--- src/rtl/pipe_pkg.sv ---
// Shared pipeline definitions for the fetch-side PC generator.
// Holds the redirect FSM encoding and architectural widths.
package pipe_pkg;

    localparam int XLEN       = 32;
    localparam int INST_BYTES = 4;

    typedef enum logic [1:0] {
        BOOT = 2'd0,
        RUN  = 2'd1,
        TRAP = 2'd2
    } state_t;

endpackage

--- src/rtl/sat_counter.sv ---
// Saturating up-counter with synchronous active-high clear.
// Sticks at all-ones instead of wrapping.
module sat_counter #(
    parameter int W = 32
) (
    input  logic         clk,
    input  logic         rst,
    input  logic         inc,
    output logic [W-1:0] cnt
);

    always_ff @(posedge clk) begin
        if (rst) begin
            cnt <= '0;
        end else if (inc && (cnt != '1)) begin
            cnt <= cnt + W'(1);
        end
    end

endmodule

--- src/rtl/pc_redirect_unit.sv ---
// Fetch PC generator: sequential fetch, EX-stage redirects with same-cycle
// flushes, misaligned-target trap, and bring-up statistics counters.
module pc_redirect_unit
    import pipe_pkg::*;
#(
    parameter logic [XLEN-1:0] RESET_PC = 32'h0000_0000,
    parameter logic [XLEN-1:0] TRAP_VEC = 32'h0000_0100,
    parameter int              CNT_W    = 32
) (
    input  logic             clk,
    input  logic             rst,
    input  logic             stall_f,
    input  logic             ex_valid,
    input  logic             ex_is_branch,
    input  logic             ex_is_jump,
    input  logic             ex_branch,
    input  logic [XLEN-1:0]  ex_target,
    output logic [XLEN-1:0]  pc_f,
    output logic [XLEN-1:0]  pc_plus4_f,
    output logic             fetch_valid,
    output logic             flush_d,
    output logic             flush_e,
    output logic             misalign_exc,
    output logic [CNT_W-1:0] branch_cnt,
    output logic [CNT_W-1:0] taken_cnt
);

    state_t state;
    logic   take;
    logic   bad;
    logic   running;

    // A jump wins when both type flags are set, so it is OR'd in unconditionally.
    // NOTE: every signal driven here is fully assigned on each evaluation, so no latch.
    always_comb begin
        take    = ex_valid & (ex_is_jump | (ex_is_branch & ex_branch));
        bad     = take & (ex_target[1:0] != 2'b00);
        running = (state == RUN);
    end

    assign flush_d    = running & take;
    assign flush_e    = running & take;
    assign pc_plus4_f = pc_f + XLEN'(INST_BYTES);

    // NOTE: state lives behind non-blocking assignments so every reader sees the pre-edge value.
    always_ff @(posedge clk) begin
        if (rst) begin
            state        <= BOOT;
            pc_f         <= RESET_PC;
            fetch_valid  <= 1'b0;
            misalign_exc <= 1'b0;
        end else begin
            case (state)
                BOOT: begin
                    state       <= RUN;
                    fetch_valid <= 1'b1;
                end
                RUN: begin
                    // The EX instruction is older than the stalled fetch, so it redirects first.
                    if (bad) begin
                        state        <= TRAP;
                        pc_f         <= TRAP_VEC;
                        fetch_valid  <= 1'b0;
                        misalign_exc <= 1'b1;
                    end else if (take) begin
                        pc_f <= ex_target;
                    end else if (!stall_f) begin
                        pc_f <= pc_plus4_f;
                    end
                end
                TRAP: begin
                    state        <= RUN;
                    fetch_valid  <= 1'b1;
                    misalign_exc <= 1'b0;
                end
                default: begin
                    state        <= BOOT;
                    pc_f         <= RESET_PC;
                    fetch_valid  <= 1'b0;
                    misalign_exc <= 1'b0;
                end
            endcase
        end
    end

    sat_counter #(.W(CNT_W)) u_branch_cnt (
        .clk (clk),
        .rst (rst),
        .inc (running & ex_valid & ex_is_branch),
        .cnt (branch_cnt)
    );

    sat_counter #(.W(CNT_W)) u_taken_cnt (
        .clk (clk),
        .rst (rst),
        .inc (running & take),
        .cnt (taken_cnt)
    );

endmodule

--- config.mk ---
export PLATFORM = sky130hd
export DESIGN_NAME = pc_redirect_unit
export DESIGN_NICKNAME = d
export VERILOG_FILES = /design/src/rtl/pipe_pkg.sv /design/src/rtl/sat_counter.sv /design/src/rtl/pc_redirect_unit.sv
export SDC_FILE = /design/constraint.sdc
export NUM_CORES = 1
export LEC_CHECK = 0
export CAP_MARGIN = 20
export CORE_ASPECT_RATIO = 0.9
export CORE_MARGIN = 2
export CORE_UTILIZATION = 43
export DETAILED_ROUTE_END_ITERATION = 7
export GPL_TIMING_DRIVEN = 0
export PLACE_DENSITY = 0.87
export RECOVER_POWER = 25
export REMOVE_ABC_BUFFERS = 1
export SETUP_SLACK_MARGIN = 0.4
export SKIP_LAST_GASP = 1
export SLEW_MARGIN = 10
export SYNTH_ARGS = -nofsm -noshare
export SYNTH_HDL_FRONTEND = slang
export SYNTH_HIERARCHICAL = 1
export SYNTH_SLANG_ARGS = --single-unit
--- constraint.sdc ---
create_clock -name clk -period 2.4 [get_ports clk]
set_input_delay 0.24 -clock clk [delete_from_list [all_inputs] [get_ports clk]]
set_output_delay 0.24 -clock clk [all_outputs]
set_load 0.05 [all_outputs]
After elaboration in Yosys (flattened, before gate mapping)
Index checks and enable logic that the tools add are counted.

operators by class
  multiplexer cells = 10
  equality and inequality tests = 6
  bitwise logic cells = 9
  reductions and logical operators = 7
  $add $sub $neg = 3

operators with widths
  kind                                                                   number
  32-bit two-way mux                                                     3
  32-bit by 1-bit adder with 32-bit output, second input constant        2
  32-bit != test, second input constant                                  2
  32-bit case mux with 2 select lines                                    1
  32-bit by 3-bit adder with 32-bit output, second input constant        1
  1-bit bitwise AND                                                      6
  4-bit != test, second input constant                                   1
  1-bit case mux with 2 select lines                                     2
  2-bit case mux with 2 select lines                                     1
  2-bit AND reduction                                                    2
  2-bit by 1-bit equality test with 1-bit output, second input constant  1
  2-bit equality test, second input constant                             1
  1-bit logical AND                                                      2
  2-bit zero test                                                        1
  1-bit two-way mux                                                      2
  2-bit two-way mux                                                      1
  2-bit != test, second input constant                                   1
  1-bit inverter                                                         2
  2-bit nonzero test                                                     1
  2-bit OR reduction                                                     1
  1-bit bitwise OR                                                       1

word-level totals
  flip-flop bits (word level) = 100
  output and inout bits = 132
  input port bits = 39
  logic and storage cells = 41

Longest topological paths before layout
Gate-level depths: netlist of the first run.

  word-level depth = 6
  mapped depth = 9
  mapped depth without buffers = 8

Cells and area by module
The synthesis of the first run kept the hierarchy.

by module, submodules not included
  module            instances  area an instance (µm²)  sequential area each (µm²)  cells each
  sat_counter       2          1674.1                  640.6                       199
  pc_redirect_unit  1          2388.5                  720.7                       302

Worst setup path before layout of the first run
Ideal clock, no wire load.

  kind = input -> register
  start point = in ex_is_branch
  end point = reg u_taken_cnt.cnt[31]
  slack = -0.904 ns
  path buffers = 1
  arrival = 3.184 ns
  data required time = 2.279 ns
  library setup time = 0.121 ns
  stages on the path = 9
  cells stage by stage = a21o_1 > nand2_1 > clkbuf_1 > nor2_1 > nand4_1 > nor4_2 > nand4_1 > nor4_1 > mux2_2

on the way
  word-level cells in the longest chain between the ends = 5

RTL lines
  what                    line                    RTL
  start: declaration      pc_redirect_unit.sv:14  input logic ex_is_branch,
  1-bit bitwise AND       pc_redirect_unit.sv:36  take = ex_valid & (ex_is_jump | (ex_is_branch & ex_branch));
  1-bit bitwise OR        pc_redirect_unit.sv:36
  1-bit bitwise AND       pc_redirect_unit.sv:36
  1-bit bitwise AND       --
  net flush_d             pc_redirect_unit.sv:21  output logic flush_d,
  1-bit logical AND       sat_counter.sv:15       end else if (inc && (cnt != '1)) begin
  end signal: assignment  sat_counter.sv:16       cnt <= cnt + W'(1);
  end: declaration        sat_counter.sv:9        output logic [W-1:0] cnt

The timed path passes the listed nets, and every way through them passes these cells.
A chain may end at the register's enable or synchronous reset.

Worst setup path in the final report of the first run
  start point = reg state[0]
  end point = reg pc_f[25]

on the way
  word-level cells in the longest chain between the ends = 4
  elaborated cells on any way between the ends = 8
  classes of those cells = eq/ne: 3; mux: 1; bitwise: 1; reduce/logical: 3

RTL lines
  what                                                   line                    RTL
  start: declaration                                     pc_redirect_unit.sv:28  state_t state;
  start signal: assignment                               pc_redirect_unit.sv:48  state <= BOOT;
  start signal: assignment                               pc_redirect_unit.sv:55  state <= RUN;
  start signal: assignment                               pc_redirect_unit.sv:61  state <= TRAP;
  branches (longest 4 deep; another with 4-bit != test)  --
  end signal: assignment                                 pc_redirect_unit.sv:66  pc_f <= ex_target;
  end signal: assignment                                 pc_redirect_unit.sv:68  pc_f <= pc_plus4_f;
  end: declaration                                       pc_redirect_unit.sv:18  output logic [XLEN-1:0] pc_f,

Parallel ways; which one is timed is not known.

==> results of run 1 <==
==> cells in the mapped netlist (all sizes together), types with 17 or more instances <==
master / count
a21oi: 58
and3: 17
clkbuf: 29
dfxtp: 100
nand2: 53
nand3: 43
nand4: 31
nor2: 49
o21ai: 37
o31ai: 28
or3: 24
or4: 25
xnor2: 34
==> stage by stage <==
| stage | utilization [%] | setup TNS [ns] | cell area [um2] | instances |
|---|---|---|---|---|
| after global routing | 76.7 | -0.253 | 10100 | 1184 |
| final | 76.7 | -0.0728 | 10100 | 1184 |
| after CTS | 69.1 | 0 | 9130 | 1113 |
| after floorplan | - | -68.93 | 5540 | 657 |
| after detailed placement | 57.1 | -40.45 | 7550 | 1002 |
| after global placement | 56.4 | -178.46 | 7450 | 995 |
==> registers in the layout, summed over array words and instances (netlist names) <==
register	count
fetch_valid	1
u_branch_cnt/cnt	32
misalign_exc	1
u_taken_cnt/cnt	32
pc_f	32
state	2
==> final cells by class <==
cell class	instances	area [um2]
multi-input combinational	542	4240
timing repair buffer	339	3090
fill	794	3080
sequential	100	2210
clock buffer	9	225
tap	168	210
clock inverter	7	83.8
inverter	16	62.6
antenna	3	7.51
==> layout by cell type (no fill, tap or decap), types with 7 or more instances in the layout <==
| master | Yosys | routed |
|---|---|---|
| clkdlybuf4s50_1 | 0 | 93 |
| nand4_1 | 28 | 28 |
| nor4_4 | 1 | 8 |
| or3_1 | 21 | 15 |
| buf_6 | 0 | 40 |
| or4_1 | 25 | 16 |
| nand3_4 | 0 | 12 |
| inv_1 | 15 | 12 |
| clkbuf_16 | 0 | 10 |
| buf_4 | 5 | 144 |
| xnor2_2 | 0 | 11 |
| o21ai_0 | 37 | 24 |
| dfxtp_2 | 0 | 21 |
| dfxtp_1 | 100 | 31 |
| clkbuf_1 | 27 | 7 |
| a21oi_1 | 58 | 46 |
| or3_4 | 2 | 9 |
| nand3_1 | 40 | 26 |
| nor2_1 | 49 | 43 |
| and3_1 | 15 | 12 |
| a31oi_1 | 9 | 9 |
| xor2_1 | 8 | 7 |
| xnor2_1 | 34 | 21 |
| o31ai_1 | 28 | 27 |
| o21ai_1 | 0 | 7 |
| dfxtp_4 | 0 | 48 |
| or4_4 | 0 | 9 |
| a21oi_2 | 0 | 11 |
| nand2_1 | 53 | 44 |
| dlygate4sd3_1 | 0 | 38 |
==> metal layers <==
metal / vias up / GRT usage [%]
li1: 3297 / -
met1: 3623 / 34.7
met2: 633 / 48.2
met3: 196 / 6.57
met4: 0 / 13.8
met5: - / 0
==> cells by family (layout without fill, tap and decap cells) <==
logic type / Yosys count / after routing
xor gates and xnor gates: 42 / 42
DFF: 100 / 100
muxes: 10 / 10
adders and majority gates: 3 / 3
buffers and inverters: 59 / 371
and+or+nand+nor: 302 / 303
AOI/OAI and AO/OA: 184 / 184
other: 0 / 3
==> final timing paths <==
check | startpoint | end | slack [ns]
setup / recovery | state[0] | pc_f[25] | -0.07
hold / removal | rst | u_branch_cnt/cnt[19] | 0.26
setup reg to reg | state[0] | pc_f[25] | -0.07
hold reg to reg | fetch_valid | fetch_valid | 0.46
==> where the power goes <==
| group | internal [mW] | total, mW | switching (mW) |
|---|---|---|---|
| Combinational | 0.197 | 0.518 | 0.321 |
| Sequential | 1.63 | 1.66 | 0.0286 |
| Clock | 0.829 | 1.54 | 0.711 |
| Total | 2.66 | 3.72 | 1.06 |
==> what timing repair did <==
item | CTS | global route
setup buffers | 94 | 64
gates resized for setup | 332 | 175
pin swaps | 60 | 75
setup endpoints to repair | 115 | 96
gates cloned | 1 | 4
hold buffers | 0 | 0
==> results.json, run 1 <==
{
  "async_flop_share_pct": 0,
  "grt_max_degree": 66,
  "path_delay_family": "compound AO/OA/AOI/OAI gates",
  "netlist.area_leader.share_pct": 34.9,
  "final_nets": 1050,
  "slew_violations": 0,
  "grt_pass1_wl_um": 33800,
  "reg2reg_depth": 7,
  "synth_cells": 700,
  "synth_mux_area_share_pct": 1.83,
  "clockRootBuffer": "clkbuf_16",
  "grt_pass1_vias": 6675,
  "highest_layer": "met4",
  "portBuffers": 170,
  "skew_ns": 0.0103,
  "grt_overflow": 0,
  "drt_pass1_iterations": 8,
  "holdPathStages": 2,
  "num_vias": 7749,
  "drc": 3,
  "period_needed_ns": 2.47,
  "initial_core_util_pct": 43.4,
  "powerDensity_mw_per_mm2": 367,
  "drt_iter0_markers": 1035,
  "synth_edf_count": 0,
  "rsz0062_at_grt": "true",
  "area_growth_syn_to_layout_pct": 76.6,
  "drv_cap": 0,
  "max_freq_mhz": 404,
  "die_y_um": 114,
  "cp_max_fo": 13,
  "dr_wl_met2_um": 12800,
  "antenna_found_initial": 3,
  "grtUsageTotal_pct": 28.6,
  "yosysTopAreaCell": "dfxtp_1",
  "cp-start-kind": "register",
  "violations": "DRC, setup timing",
  "period_share_pct": 103,
  "synth_compound_area_share_pct": 21.2,
  "place_congestion": 0.898,
  "ir_drop_v": 0.000407,
  "synth_ff_type": "dfxtp_1",
  "clock-sinks": 100,
  "drive_gt1_share_pct": 41.5,
  "clkTransAtPathRegs_ns": 0.08,
  "required_ns": 2.61,
  "crit_arrival_ns": 2.69,
  "holdWs_ns": 0.258,
  "htreeDepth": 3,
  "synth-simple-area-share_pct": 30.6,
  "place_ws_ns": -1.45,
  "die_w_um": 126,
  "wl_met1_um": 9440,
  "wl_met3_um": 2520,
  "wl_per_cell_um": 22.5,
  "crit_chain": "buf_6, nor3b_1, o211ai_1, buf_4, a21oi_1, o21ai_0, o311ai_0",
  "hpwl_um": 12200,
  "die_area_mm2": 0.0143,
  "p_leak_nw": 3.99,
  "ys_top_cells_by_area": "dfxtp_1 35%, xnor2_1 5.2%, a21oi_1 5.1%",
  "drtAntennaViolNets": 0,
  "synth_seq_cells": 100,
  "end_kind": "register",
  "num_rows": 40,
  "status": "finished with violations",
  "slowest_delay_ns": 0.65,
  "finalPower_mw": 3.72,
  "slew_headroom_pct": 36.8,
  "yosysWarnings": 6,
  "path_class": "reg2reg",
  "setup_ws_ns": -0.0728,
  "synth-xor-area-share_pct": 6.41,
  "synth_fa_ha_area_share_pct": 0.654,
  "hold_viol_final": 0,
  "routed_wl_um": 26700,
  "viasPerCell": 6.54,
  "syn_area_mm2": 0.00574,
  "cp_slowest_cell": "nor3b_1",
  "synth.distinct_cells": 67,
  "min_path_type": "in2reg",
  "clock_latency_ns": 0.34,
  "synth_top_family_by_area": "simple AND/OR/NAND/NOR gates",
  "tightest_slew_ns": 0.947,
  "boundaryPins": 171,
  "crit_buf_inv": 2,
  "core_mm2": 0.0132,
  "cp.depth": 7,
  "cts_made_buffers": 9,
  "setup_viol": 1,
  "cts_tree": "built",
  "seq_area_frac_synth_pct": 34.9,
  "syn_area_per_cell_um2": 8.20,
  "clockBufferDepth": 2
}
Power figures use the tool's default switching activity.
==> inputs of run 2 (changes only) <==
--- a/config.mk
+++ b/config.mk
@@ -9,6 +9,7 @@
 export CORE_ASPECT_RATIO = 0.9
 export CORE_MARGIN = 2
 export CORE_UTILIZATION = 43
+export CTS_CLUSTER_SIZE = 14
 export DETAILED_ROUTE_END_ITERATION = 7
 export GPL_TIMING_DRIVEN = 0
 export PLACE_DENSITY = 0.87
@@ -16,7 +17,7 @@
 export REMOVE_ABC_BUFFERS = 1
 export SETUP_SLACK_MARGIN = 0.4
 export SKIP_LAST_GASP = 1
-export SLEW_MARGIN = 10
+export SLEW_MARGIN = 0
 export SYNTH_ARGS = -nofsm -noshare
 export SYNTH_HDL_FRONTEND = slang
 export SYNTH_HIERARCHICAL = 1
==> run 2 against run 1 <==
- the flow now finishes without violations
- total power is 0.18% lower
- maximum frequency is 7.1% higher
- cell count is 0.76% lower
- first-iteration DRC count is 13% higher
- clock skew is 0.0025 ns higher
- critical endpoint is now u_taken_cnt/cnt[12]
- highest routed layer unchanged
==> results.json, run 2 (same netlist as run 1, synthesis figures left out) <==
{
  "slew_violations": 0,
  "drt_pass1_iterations": 6,
  "status": "finished clean",
  "reg2reg_depth": 7,
  "die_area_mm2": 0.0143,
  "die_y_um": 114,
  "min_to": "fetch_valid",
  "finalPower_mw": 3.71,
  "p_switching_mw": 1.05,
  "clkTransAtPathRegs_ns": 0.07,
  "grt_pass1_wl_um": 33600,
  "grt_pass1_vias": 6635,
  "final_nets": 1042,
  "layout.area.seq_mm2": 0.00220,
  "path_class": "reg2reg",
  "p_leak_nw": 3.95,
  "period_needed_ns": 2.31,
  "drt_iter0_markers": 1170,
  "grtUsageTotal_pct": 28.3,
  "crit_path_start": "u_taken_cnt/cnt[21]",
  "drive_gt1_share_pct": 41.9,
  "comb_power_share_pct": 13.8,
  "area_growth_syn_to_layout_pct": 76.2,
  "htreeDepth": 3,
  "drc": 0,
  "holdBufCountCts": 0,
  "setup_viol": 0,
  "required_ns": 2.64,
  "cts_tree": "built",
  "final_common_cell": "buf_4",
  "holdWs_ns": 0.457,
  "sw_frac_of_total_pct": 28.3,
  "viasPerCell": 6.57,
  "r2r-start": "u_taken_cnt/cnt[21]",
  "min_path_type": "reg2reg",
  "multi_input_area_mm2": 0.00428,
  "cp-start-kind": "register",
  "num_rows": 40,
  "r2r_end": "u_taken_cnt/cnt[12]",
  "crit_arrival_ns": 2.55,
  "initial_core_util_pct": 43.4,
  "hold_viol_final": 0,
  "end_kind": "register",
  "holdPathStages": 2,
  "min_from": "fetch_valid",
  "drv_cap": 0,
  "ir_drop_v": 0.000365,
  "mostFrequentLayoutCells": "142 x buf_4, 97 x clkdlybuf4s50_1, 45 x dfxtp_4",
  "hpwl_um": 12200,
  "period_share_pct": 96.2,
  "rsz0062_at_grt": "true",
  "skew_ns": 0.0128,
  "portBuffers": 170,
  "wl_per_cell_um": 21.9,
  "top_regs": "pc_f (32), u_branch_cnt/cnt (32), u_taken_cnt/cnt (32)",
  "slew_headroom_pct": 23.8,
  "place_congestion": 0.898,
  "clockRootBuffer": "clkbuf_16",
  "die_w_um": 126,
  "clock-sinks": 100,
  "num_vias": 7718,
  "clockBufferDepth": 2,
  "core_mm2": 0.0132,
  "internal-power_mw": 2.66,
  "antenna_found_initial": 2,
  "routed_wl_um": 25700,
  "grt_max_degree": 86,
  "rrSetupSlack_ns": 0.09,
  "powerDensity_mw_per_mm2": 367,
  "boundaryPins": 171,
  "clock_latency_ns": 0.34,
  "clock_power_share_pct": 41.4,
  "grt_overflow": 0,
  "drtAntennaViolNets": 0,
  "cts_made_buffers": 9,
  "layout.filler_cells": 822,
  "tightest_slew_ns": 1.14,
  "max_freq_mhz": 433,
  "cp_max_fo": 5,
  "seq_power_share_pct": 44.8
}
==> run 2: changes by cell type in the layout (fill, tap and decap cells not counted), moves of 4 or more <==
cell	previous run	this run
a21oi_1	46	41
o21ai_0	24	33
buf_6	40	33
o21ai_2	6	0
or4_1	16	12
dlygate4sd3_1	38	34
clkdlybuf4s50_1	93	97
or4_4	9	13
a21oi_2	11	17
==> run 2: how the worst max path moves through the flow <==
stage	to
after floorplan	u_taken_cnt/cnt[31]
after global placement	pc_f[16]
after detailed placement	u_taken_cnt/cnt[31]
after CTS	pc_plus4_f[23]
after global routing	pc_f[29]
final	u_taken_cnt/cnt[12]
==> run 2: power groups by stage <==
stage / clock network, mW / registers, mW / logic, mW
2_1_floorplan: 0 / 1.80 / 0.171
6_report: 1.54 / 1.66 / 0.512
4_1_cts: 1.54 / 1.67 / 0.468
5_1_grt: 1.62 / 1.66 / 0.534
3_3_place_gp: 0 / 1.74 / 0.412
3_5_place_dp: 0 / 1.74 / 0.421
==> run 2: repair_timing <==
item	CTS	global route
setup buffers	99	54
gates cloned	0	1
gates resized for setup	328	175
setup endpoints to repair	116	99
pin swaps	60	68
==> run 2: routing by layer <==
layer | vias up | wire (um) | global-route usage [%] | share of wire [%]
met5 | - | 0 | 0 | 0
met4 | 0 | 1670 | 12.6 | 6.5
met3 | 180 | 2360 | 5.30 | 9.2
met2 | 607 | 12400 | 49.2 | 48
met1 | 3665 | 9310 | 34.2 | 36
li1 | 3266 | - | - | -
==> run 2: stage by stage <==
step                utilization, %  setup WS (ns)  instance area, um2  TNS, ns  std cells
global route                  76.5        0.00158               10100        0       1175
finish                        76.5         0.0903               10100        0       1175
detailed placement            57.1          -1.43                7540   -40.35       1003
CTS                           69.0          0.140                9120        0       1118
floorplan                        -          -1.57                5540   -68.93        657
global placement              56.4          -2.76                7450  -178.46        995
==> run 2: area by class of cell <==
cell class / instances / area share (%)
Tap cell: 168 / 2.08
Clock buffer: 9 / 2.23
Inverter: 16 / 0.594
Timing Repair Buffer: 332 / 30.1
Antenna cell: 2 / 0.0495
Sequential cell: 100 / 21.8
Multi-Input combinational cell: 541 / 42.4
Clock inverter: 7 / 0.804
==> run 2: critical path, cell delays in order, from the launching register on <==
cell	delay [ns]
dfxtp_4	0.36
and3_4	0.19
buf_4	0.11
buf_4	0.16
nor3b_1	0.67
a31oi_1	0.33
a21o_1	0.26
a21oi_1	0.13
==> inputs of run 3 (changes only) <==
--- a/config.mk
+++ b/config.mk
@@ -7,14 +7,13 @@
 export LEC_CHECK = 0
 export CAP_MARGIN = 20
 export CORE_ASPECT_RATIO = 0.9
-export CORE_MARGIN = 2
+export CORE_MARGIN = 8
 export CORE_UTILIZATION = 43
 export CTS_CLUSTER_SIZE = 14
 export DETAILED_ROUTE_END_ITERATION = 7
 export GPL_TIMING_DRIVEN = 0
 export PLACE_DENSITY = 0.87
 export RECOVER_POWER = 25
-export REMOVE_ABC_BUFFERS = 1
 export SETUP_SLACK_MARGIN = 0.4
 export SKIP_LAST_GASP = 1
 export SLEW_MARGIN = 0
==> run 3 against run 2 <==
- the flow now finishes with violations (setup timing)
- largest power group is now the clock network
- sequential power barely moved
- clock skew fell by 0.0025 ns
- highest routed layer unchanged
- combinational power rose by 14%
- critical path type is now reg2out
- utilization rose by 7.2 points
==> results.json, run 3 (same netlist as run 1, synthesis figures left out) <==
{
  "reg2reg_depth": 11,
  "tightest_slew_ns": 1.00,
  "p_switching_mw": 1.07,
  "grt_max_degree": 16,
  "clock_power_share_pct": 43.0,
  "die_w_um": 138,
  "status": "finished with violations",
  "end_kind": "output pin",
  "clockRootBuffer": "clkbuf_16",
  "cts_made_buffers": 9,
  "powerDensity_mw_per_mm2": 356,
  "core_mm2": 0.0132,
  "fin_setup_tns_ns": -0.450,
  "wl_per_cell_um": 26.8,
  "antenna_found_initial": 0,
  "viasPerCell": 6.81,
  "slowest_delay_ns": 0.36,
  "drt_pass1_iterations": 7,
  "grt_overflow": 0,
  "fin_area_mm2": 0.0111,
  "clkTransAtPathRegs_ns": 0.07,
  "die_y_um": 126,
  "top_regs": "pc_f (32), u_branch_cnt/cnt (32), u_taken_cnt/cnt (32)",
  "slew_violations": 0,
  "internal-power_mw": 2.87,
  "final_nets": 1103,
  "rsz0062_at_grt": "true",
  "met2_usage_pct": 43.1,
  "violations": "setup timing",
  "grt_use_met3_pct": 7.93,
  "path_class": "reg2out",
  "cp_max_fo": 5,
  "holdWs_ns": 0.496,
  "crit_arrival_ns": 2.30,
  "die_area_mm2": 0.0173,
  "initial_core_util_pct": 43.4,
  "required_ns": 2.16,
  "htreeDepth": 3,
  "setup_ws_ns": -0.143,
  "num_rows": 40,
  "num_vias": 8401,
  "grt_pass1_wl_um": 37600,
  "sw_frac_of_total_pct": 27.1,
  "drc": 0,
  "crit_chain": "buf_8, nand4_4, nor4_4, buf_4, buf_8, nand4_1, xnor2_4, buf_6",
  "cts_tree": "built",
  "place_congestion": 0.860,
  "gr-max-usage-layer": "met2",
  "ir_drop_v": 0.000592,
  "p_leak_nw": 4.26,
  "routed_wl_um": 33000,
  "place_area_mm2": 0.00857,
  "comb_power_share_pct": 14.8,
  "drt_iter0_markers": 1165,
  "hold_viol_final": 0,
  "area_growth_syn_to_layout_pct": 92.9,
  "period_needed_ns": 2.54,
  "mostFrequentLayoutCells": "140 x buf_4, 132 x clkdlybuf4s50_1, 72 x buf_6",
  "cp_slowest_cell": "dfxtp_4",
  "use_met1_pct": 32.1,
  "period_share_pct": 106,
  "final_common_cell": "buf_4",
  "grt_pass1_vias": 7120,
  "clockBufferDepth": 2,
  "skew_ns": 0.0103,
  "portBuffers": 170,
  "min_path_type": "reg2reg",
  "postLayoutCoreUtil_pct": 83.8,
  "syn_nets": 742,
  "clock_latency_ns": 0.37,
  "max_freq_mhz": 393,
  "boundaryPins": 171,
  "diodes": 0,
  "drive_gt1_share_pct": 46.8,
  "setup_viol": 10,
  "grtUsageTotal_pct": 26.9,
  "critPathMostFrequentCell": "buf_8",
  "hpwl_um": 15200,
  "finalPower_mw": 3.94,
  "clock-sinks": 100,
  "drtAntennaViolNets": 0,
  "cp-start-kind": "register",
  "drv_cap": 0,
  "slew_headroom_pct": 32.5,
  "seq_power_share_pct": 42.2,
  "holdPathStages": 2
}
[run 3: changes by cell type in the layout (fill, tap and decap cells not counted), moves of 9 or more]
cell | previous run | this run
buf_6 | 33 | 72
clkdlybuf4s50_1 | 97 | 132
dfxtp_1 | 32 | 10
dfxtp_2 | 23 | 39
dlygate4sd3_1 | 34 | 1
xnor2_1 | 22 | 13
xnor2_4 | 0 | 14
[run 3: area by class of cell]
type	instances	area [um2]
buffer	43	373
clock buffer	10	229
clock inverter	5	101
fill	630	2150
inverter	16	66.3
multi-input combinational	541	4580
sequential	100	2240
tap	168	210
timing repair buffer	350	3260
[run 3: critical path, delay by kind of cell, from the launching register on]
family	cells	cell delay, ns
xor+xnor	1	0.28
buf+inv	4	0.59
flops	1	0.36
simple gates	3	0.68
[run 3: path summary, 6_finish.rpt]
| path | from | to | slack (ns) |
|---|---|---|---|
| max reg2reg | pc_f[17] | pc_f[30] | -0.01 |
| max | pc_f[5] | pc_plus4_f[21] | -0.14 |
| min reg2reg | fetch_valid | fetch_valid | 0.50 |
| min | fetch_valid | fetch_valid | 0.50 |
[run 3: layer usage]
layer  up-vias  share of wire, %  routed length (um)
met5         -                 0                   0
met4         0               8.0                2640
met3       299                12                4050
met2       839                47               15400
met1      3881                33               10900
li1       3382                 -                   -
[run 3: timing repair]
action,4_1_cts,5_1_grt
hold buffers,0,0
cloned,1,1
gates resized for setup,263,151
endpoints found under the setup margin,106,109
pin swaps,51,58
setup buffers,98,80
[run 3: metrics by stage]
stage | setup slack, ns | std cells
after floorplan | -0.0203 | 700
after global placement | -0.777 | 1038
after detailed placement | -0.881 | 1038
after CTS | -0.0186 | 1152
after global routing | -0.218 | 1233
final | -0.143 | 1233
[run 3: power by group through the flow]
stage	clock network (mW)	logic (mW)	registers, mW
after CTS	1.68	0.494	1.66
after floorplan	0	0.221	1.75
final	1.70	0.584	1.66
after detailed placement	0	0.463	1.70
after global routing	1.78	0.600	1.66
after global placement	0	0.459	1.70
==> RTL change 1: new RTL, settings of run 1 <==
Set the parameter `CNT_W` to 64 (it was 32).
--- a/src/rtl/pc_redirect_unit.sv
+++ b/src/rtl/pc_redirect_unit.sv
@@ -5,7 +5,7 @@
 #(
     parameter logic [XLEN-1:0] RESET_PC = 32'h0000_0000,
     parameter logic [XLEN-1:0] TRAP_VEC = 32'h0000_0100,
-    parameter int              CNT_W    = 32
+    parameter int              CNT_W    = 64
 ) (
     input  logic             clk,
     input  logic             rst,
Interface: changed (resized branch_cnt and taken_cnt); port bits go from 171 to 235. The function was not compared with the original's and may differ.
==> RTL change 1 against run 1 <==
The flow still finishes with violations (DRC, setup timing); largest cell class unchanged; first-iteration DRC count rose by 39%; wire length grew 82%; total power is 64% higher; sequential share of layout area rose by 0.62 points; non-clock buffer count increased by 148; worst hold slack better by 0.041 ns; sequential cell count increased by 64; area after synthesis up 60%; worst setup slack got worse by 0.31 ns; final area increased by 61%.
==> RTL change 1: results (changes against run 1) <==
stage,metric,value,unit,change
detailed_routing,DRC Markers,6,,+3
sta,worst slew pin tran,1.25,ns,+0.305 ns
sta,post-route setup slack,-0.383,ns,-0.310 ns
sta,worst hold slack,0.299,ns,+0.0406 ns
run_status,failing checks,"DRC, setup timing",,
worst_setup_path,reg2reg end,u_branch_cnt/cnt[39],,
synth,post-synthesis sequential area ratio,0.358,,+0.00946
run_status,status,"finished, violations left",,
power,highest ir drop seen on vdd,0.408,mV,+0.30%
grt,routing usage on met3,0.0786,,+0.0129
synth,synth unique cells,74,,+10%
worst_setup_path,Crit Path Max Fanout,8,,-5
placement,placed cell count,1570,,+57%
synth,top post-synthesis cells by count,"164 x dfxtp_1, 123 x nor2_1, 81 x nand2_1",,
detailed_routing,via count,12400,,+60%
grt,initial antenna violation count,4,,+1
placement,global placer's final weighted congestion,0.852,,-5.1%
finish,final std cells w/o fill,1859,,+57%
sta,# setup viols final,15,,+14
finish,layout cell share with drive strength beyond 1,0.467,,+0.0523
synth,Post-Synth Adder-Cell Area,0.00410,,-0.00245
worst_hold_path,hold path endpoint,u_branch_cnt/cnt[14],,
finish,biggest regs,"u_branch_cnt/cnt (64), u_taken_cnt/cnt (64), pc_f (32)",,
grt,GRT Util Overall,0.301,,+0.0150
clocking,H-Tree Depth,4,,+1
placement,PortBufs,234,,+38%
grt,Global Route met2 Usage,0.508,,+0.0263
RTL change 1: final cells by class:
type                    count  area share
flip-flops and latches    164       0.224
clock inverters            13     0.00768
inverters                  36     0.00860
clock buffers              19      0.0272
repair buffers            487       0.271
well taps                 286      0.0220
multi-input cells         851       0.439
diodes                      3    0.000461
RTL change 1: per-layer routing:
layer / up-vias / part of all wire
met2: 1217 / 0.47
met5: - / 0.0014
met1: 5808 / 0.33
met4: 4 / 0.079
li1: 4987 / -
met3: 400 / 0.12
RTL change 1: cell families (layout without fill, tap and decap cells):
logic type      after synthesis  count (layout)
buf+inv                      91             555
flops                       164             164
mux                          28              28
compound gates              204             207
fa+ha+maj                     3               3
simple gates                530             531
xor+xnor                     82              82
other cells                   0               3
RTL change 1: power groups by stage:
| stage | logic [mW] | registers (mW) | clock network, mW |
|---|---|---|---|
| global placement | 0.455 | 2.83 | 0 |
| detailed placement | 0.459 | 2.83 | 0 |
| floorplan | 0.182 | 2.88 | 0 |
| global route | 0.613 | 2.69 | 2.95 |
| finish | 0.598 | 2.69 | 2.82 |
| CTS | 0.508 | 2.72 | 2.72 |
RTL change 1: worst max path at each step:
stage	from	endpoint	slack [ns]	depth (start not counted)
floorplan	ex_is_branch	u_taken_cnt/cnt[60]	-1.51	8
global placement	rst	pc_f[30]	-5.23	4
detailed placement	ex_branch	u_taken_cnt/cnt[60]	-1.34	9
CTS	pc_f[6]	pc_plus4_f[27]	0.06	6
global route	u_branch_cnt/cnt[42]	u_branch_cnt/cnt[34]	-0.38	9
finish	u_branch_cnt/cnt[51]	u_branch_cnt/cnt[39]	-0.38	8
RTL change 1: timing repair:
action                                 4_1_cts  5_1_grt
gates resized for setup                    499      324
cloned                                       2        4
pin swaps                                   74      194
endpoints found under the hold margin        0        0
setup endpoints to repair                  198      181
setup buffers                              116      132
RTL change 1: stage by stage:
| step | setup slack (ns) | instance area (sq um) |
|---|---|---|
| finish | -0.383 | 16300 |
| CTS | 0.0625 | 14100 |
| global route | -0.381 | 16300 |
| global placement | -5.23 | 11600 |
| detailed placement | -1.34 | 11600 |
| floorplan | -1.51 | 8890 |
RTL change 1: worst max-delay path, cell delays in order, from the launching register on:
cell     delay [ns]
dfxtp_4        0.38
nand4_1        0.11
buf_6          0.13
nor4_4         0.05
buf_6          0.16
and2_4         0.23
a211o_4        0.41
o31ai_1        0.98
a21oi_2        0.14
==> RTL change 2: new RTL, flow settings as in run 1 <==
Without the edit above. Add an input register stage for `ex_target`, without a reset; this delays it by one clock. The other inputs are not delayed to match.
--- a/src/rtl/pc_redirect_unit.sv
+++ b/src/rtl/pc_redirect_unit.sv
@@ -25,6 +25,12 @@
     output logic [CNT_W-1:0] taken_cnt
 );
 
+    logic [XLEN-1:0] ex_target_q;
+
+    always_ff @(posedge clk) begin
+        ex_target_q <= ex_target;
+    end
+
     state_t state;
     logic   take;
     logic   bad;
@@ -34,7 +40,7 @@
     // NOTE: every signal driven here is fully assigned on each evaluation, so no latch.
     always_comb begin
         take    = ex_valid & (ex_is_jump | (ex_is_branch & ex_branch));
-        bad     = take & (ex_target[1:0] != 2'b00);
+        bad     = take & (ex_target_q[1:0] != 2'b00);
         running = (state == RUN);
     end
 
@@ -63,7 +69,7 @@
                         fetch_valid  <= 1'b0;
                         misalign_exc <= 1'b1;
                     end else if (take) begin
-                        pc_f <= ex_target;
+                        pc_f <= ex_target_q;
                     end else if (!stall_f) begin
                         pc_f <= pc_plus4_f;
                     end
Formal check against the unedited RTL: not equivalent (Yosys sat finds a counterexample within 4 cycles, from zero or initial values and one cycle with rst high).
==> RTL change 2 against run 1 <==
The run ends with setup timing left; final area is 9.2% higher; global-route usage increased by 0.41 points; die area increased by 14%; wire length increased by 5.2%; highest routed layer unchanged; area after synthesis is 14% higher; via count grew 4.6%; fmax rose by 0.42%; worst setup slack better by 0.010 ns; critical path depth unchanged; sequential cell count is 32 higher; synthesized cell count rose by 8.0%; total power rose by 46%; worst hold slack improved by 0.083 ns.
==> RTL change 2: results (changes against run 1) <==
stage,metric,value,unit,change
finish,fin nets,1097,,+4.5%
synth,xor-xnor portion of the synthesized cell area,0.0535,,-0.0106
worst_setup_path,slowest cell delay on critical path,0.39,ns,-0.26 ns
worst_setup_path,reg2reg end,u_branch_cnt/cnt[29],,
clocking,post-CTS sizing,360,,+8.4%
placement,global placer's final weighted congestion,0.889,,-0.96%
synth,mux cell area share after synthesis,0.0193,,+0.000976
detailed_routing,WL met2,13600,microns,+5.8%
worst_setup_path,R2R Setup Slk,0.12,ns,+0.19 ns
clocking,register clock-pin slew on the reported worst setup and hold paths,0.06,ns,-0.02 ns
run_status,failing checks,setup timing,,
finish,layout cell share with drive strength beyond 1,0.404,,-0.0111
grt,first-pass GRT wire length,37400,microns,+10%
power,highest ir drop seen on vdd,0.524,mV,+29%
detailed_routing,DR pass1 iterations,7,,-1
grt,GRT met1 Usage,0.338,,-0.00839
sta,# setup viols final,3,,+2
clocking,clock latency at the later pin of the worst-skew pair,0.43,ns,+0.09 ns
synth,dominant cells by area after synthesis,"dfxtp_1 40%, a21oi_1 4.5%, xnor2_1 4.3%, nand2_1 3.9%, o31ai_1 3.1%",,
power,Psw,1.42,mW,+33%
detailed_routing,wire per inst,22.1,microns,-1.8%
grt,routing usage on met3,0.0794,,+0.0137
grt,largest net degree at the start of global routing,85,,+29%
sta,Rel. slew slack,0.223,,-0.145
sta,post-route setup slack,-0.0626,ns,+0.0103 ns
detailed_routing,DR vias/cell,6.39,,-2.4%
detailed_routing,Iter 0 DRT Violations,952,,-8.0%
clocking,postcts setup bufs,104,,+11%
power,leakage,4.24,nW,+6.1%
worst_setup_path,Crit Path Max Fanout,7,,-6
worst_setup_path,crit-path leading delay family,buffers and inverters,,
clocking,TritonCTS Buffers,17,,+8
sta,clk_skew,0.0101,ns,-0.000178 ns
run_status,status,"finished, violations left",,
floorplanning,num rows,42,,+5.0%
synth,post-synthesis compound-gate area fraction,0.180,,-0.0322
worst_setup_path,worst r2r src,state[1],,
detailed_routing,met3 wire length,2670,microns,+5.9%
grt,GRT Util Overall,0.290,,+0.00414
synth,synth unique cells,64,,-4.5%
sta,worst hold slack,0.342,ns,+0.0832 ns
placement,HPWL after DPL,13300,microns,+8.3%
detailed_routing,M1 WL,9950,microns,+5.4%
-- RTL change 2: cell count changes after synthesis, sizes merged, moves of 4 or more --
cell    delta
a22oi      +4
dfxtp     +32
and3       -6
buf        +5
o311ai     +5
nor2       +4
nor4       +6
nand2     +15
-- RTL change 2: cell families (layout without fill, tap and decap cells) --
kind of cell | Yosys count | after routing
and+or+nand+nor | 330 | 330
AOI/OAI and AO/OA | 179 | 179
DFF | 132 | 132
buffers and inverters | 60 | 372
xor gates and xnor gates | 40 | 40
muxes | 12 | 12
adders and majority gates | 3 | 3
other | 0 | 3
-- RTL change 2: worst max path at each step --
stage	startpoint	end	slack (ns)	cells past startpoint
after floorplan	ex_is_branch	u_taken_cnt/cnt[31]	-1.63	8
after global placement	rst	pc_f[23]	-2.59	5
after detailed placement	ex_is_branch	u_taken_cnt/cnt[31]	-1.61	9
after CTS	pc_f[3]	pc_plus4_f[28]	0.10	7
after global routing	pc_f[7]	pc_plus4_f[28]	-0.16	7
final	pc_f[7]	pc_plus4_f[28]	-0.06	7
-- RTL change 2: per-stage QoR --
step	util	TNS [ns]	instance area (sq um)	std cells	setup WS, ns
after CTS	0.697	0	10300	1223	0.101
after detailed placement	0.566	-50.03	8390	1087	-1.61
after global placement	0.560	-163.74	8290	1079	-2.59
after global routing	0.746	-0.820	11100	1269	-0.158
after floorplan	-	-67.49	6340	711	-1.63
final	0.746	-0.162	11100	1269	-0.0626
-- RTL change 2: area by class of cell --
cell class | count | share of cell area
clock inverter | 15 | 0.0164
inverter | 15 | 0.00543
sequential | 132 | 0.258
tap | 198 | 0.0224
timing repair buffer | 325 | 0.266
clock buffer | 17 | 0.0385
multi-input combinational | 564 | 0.393
antenna | 3 | 0.000679
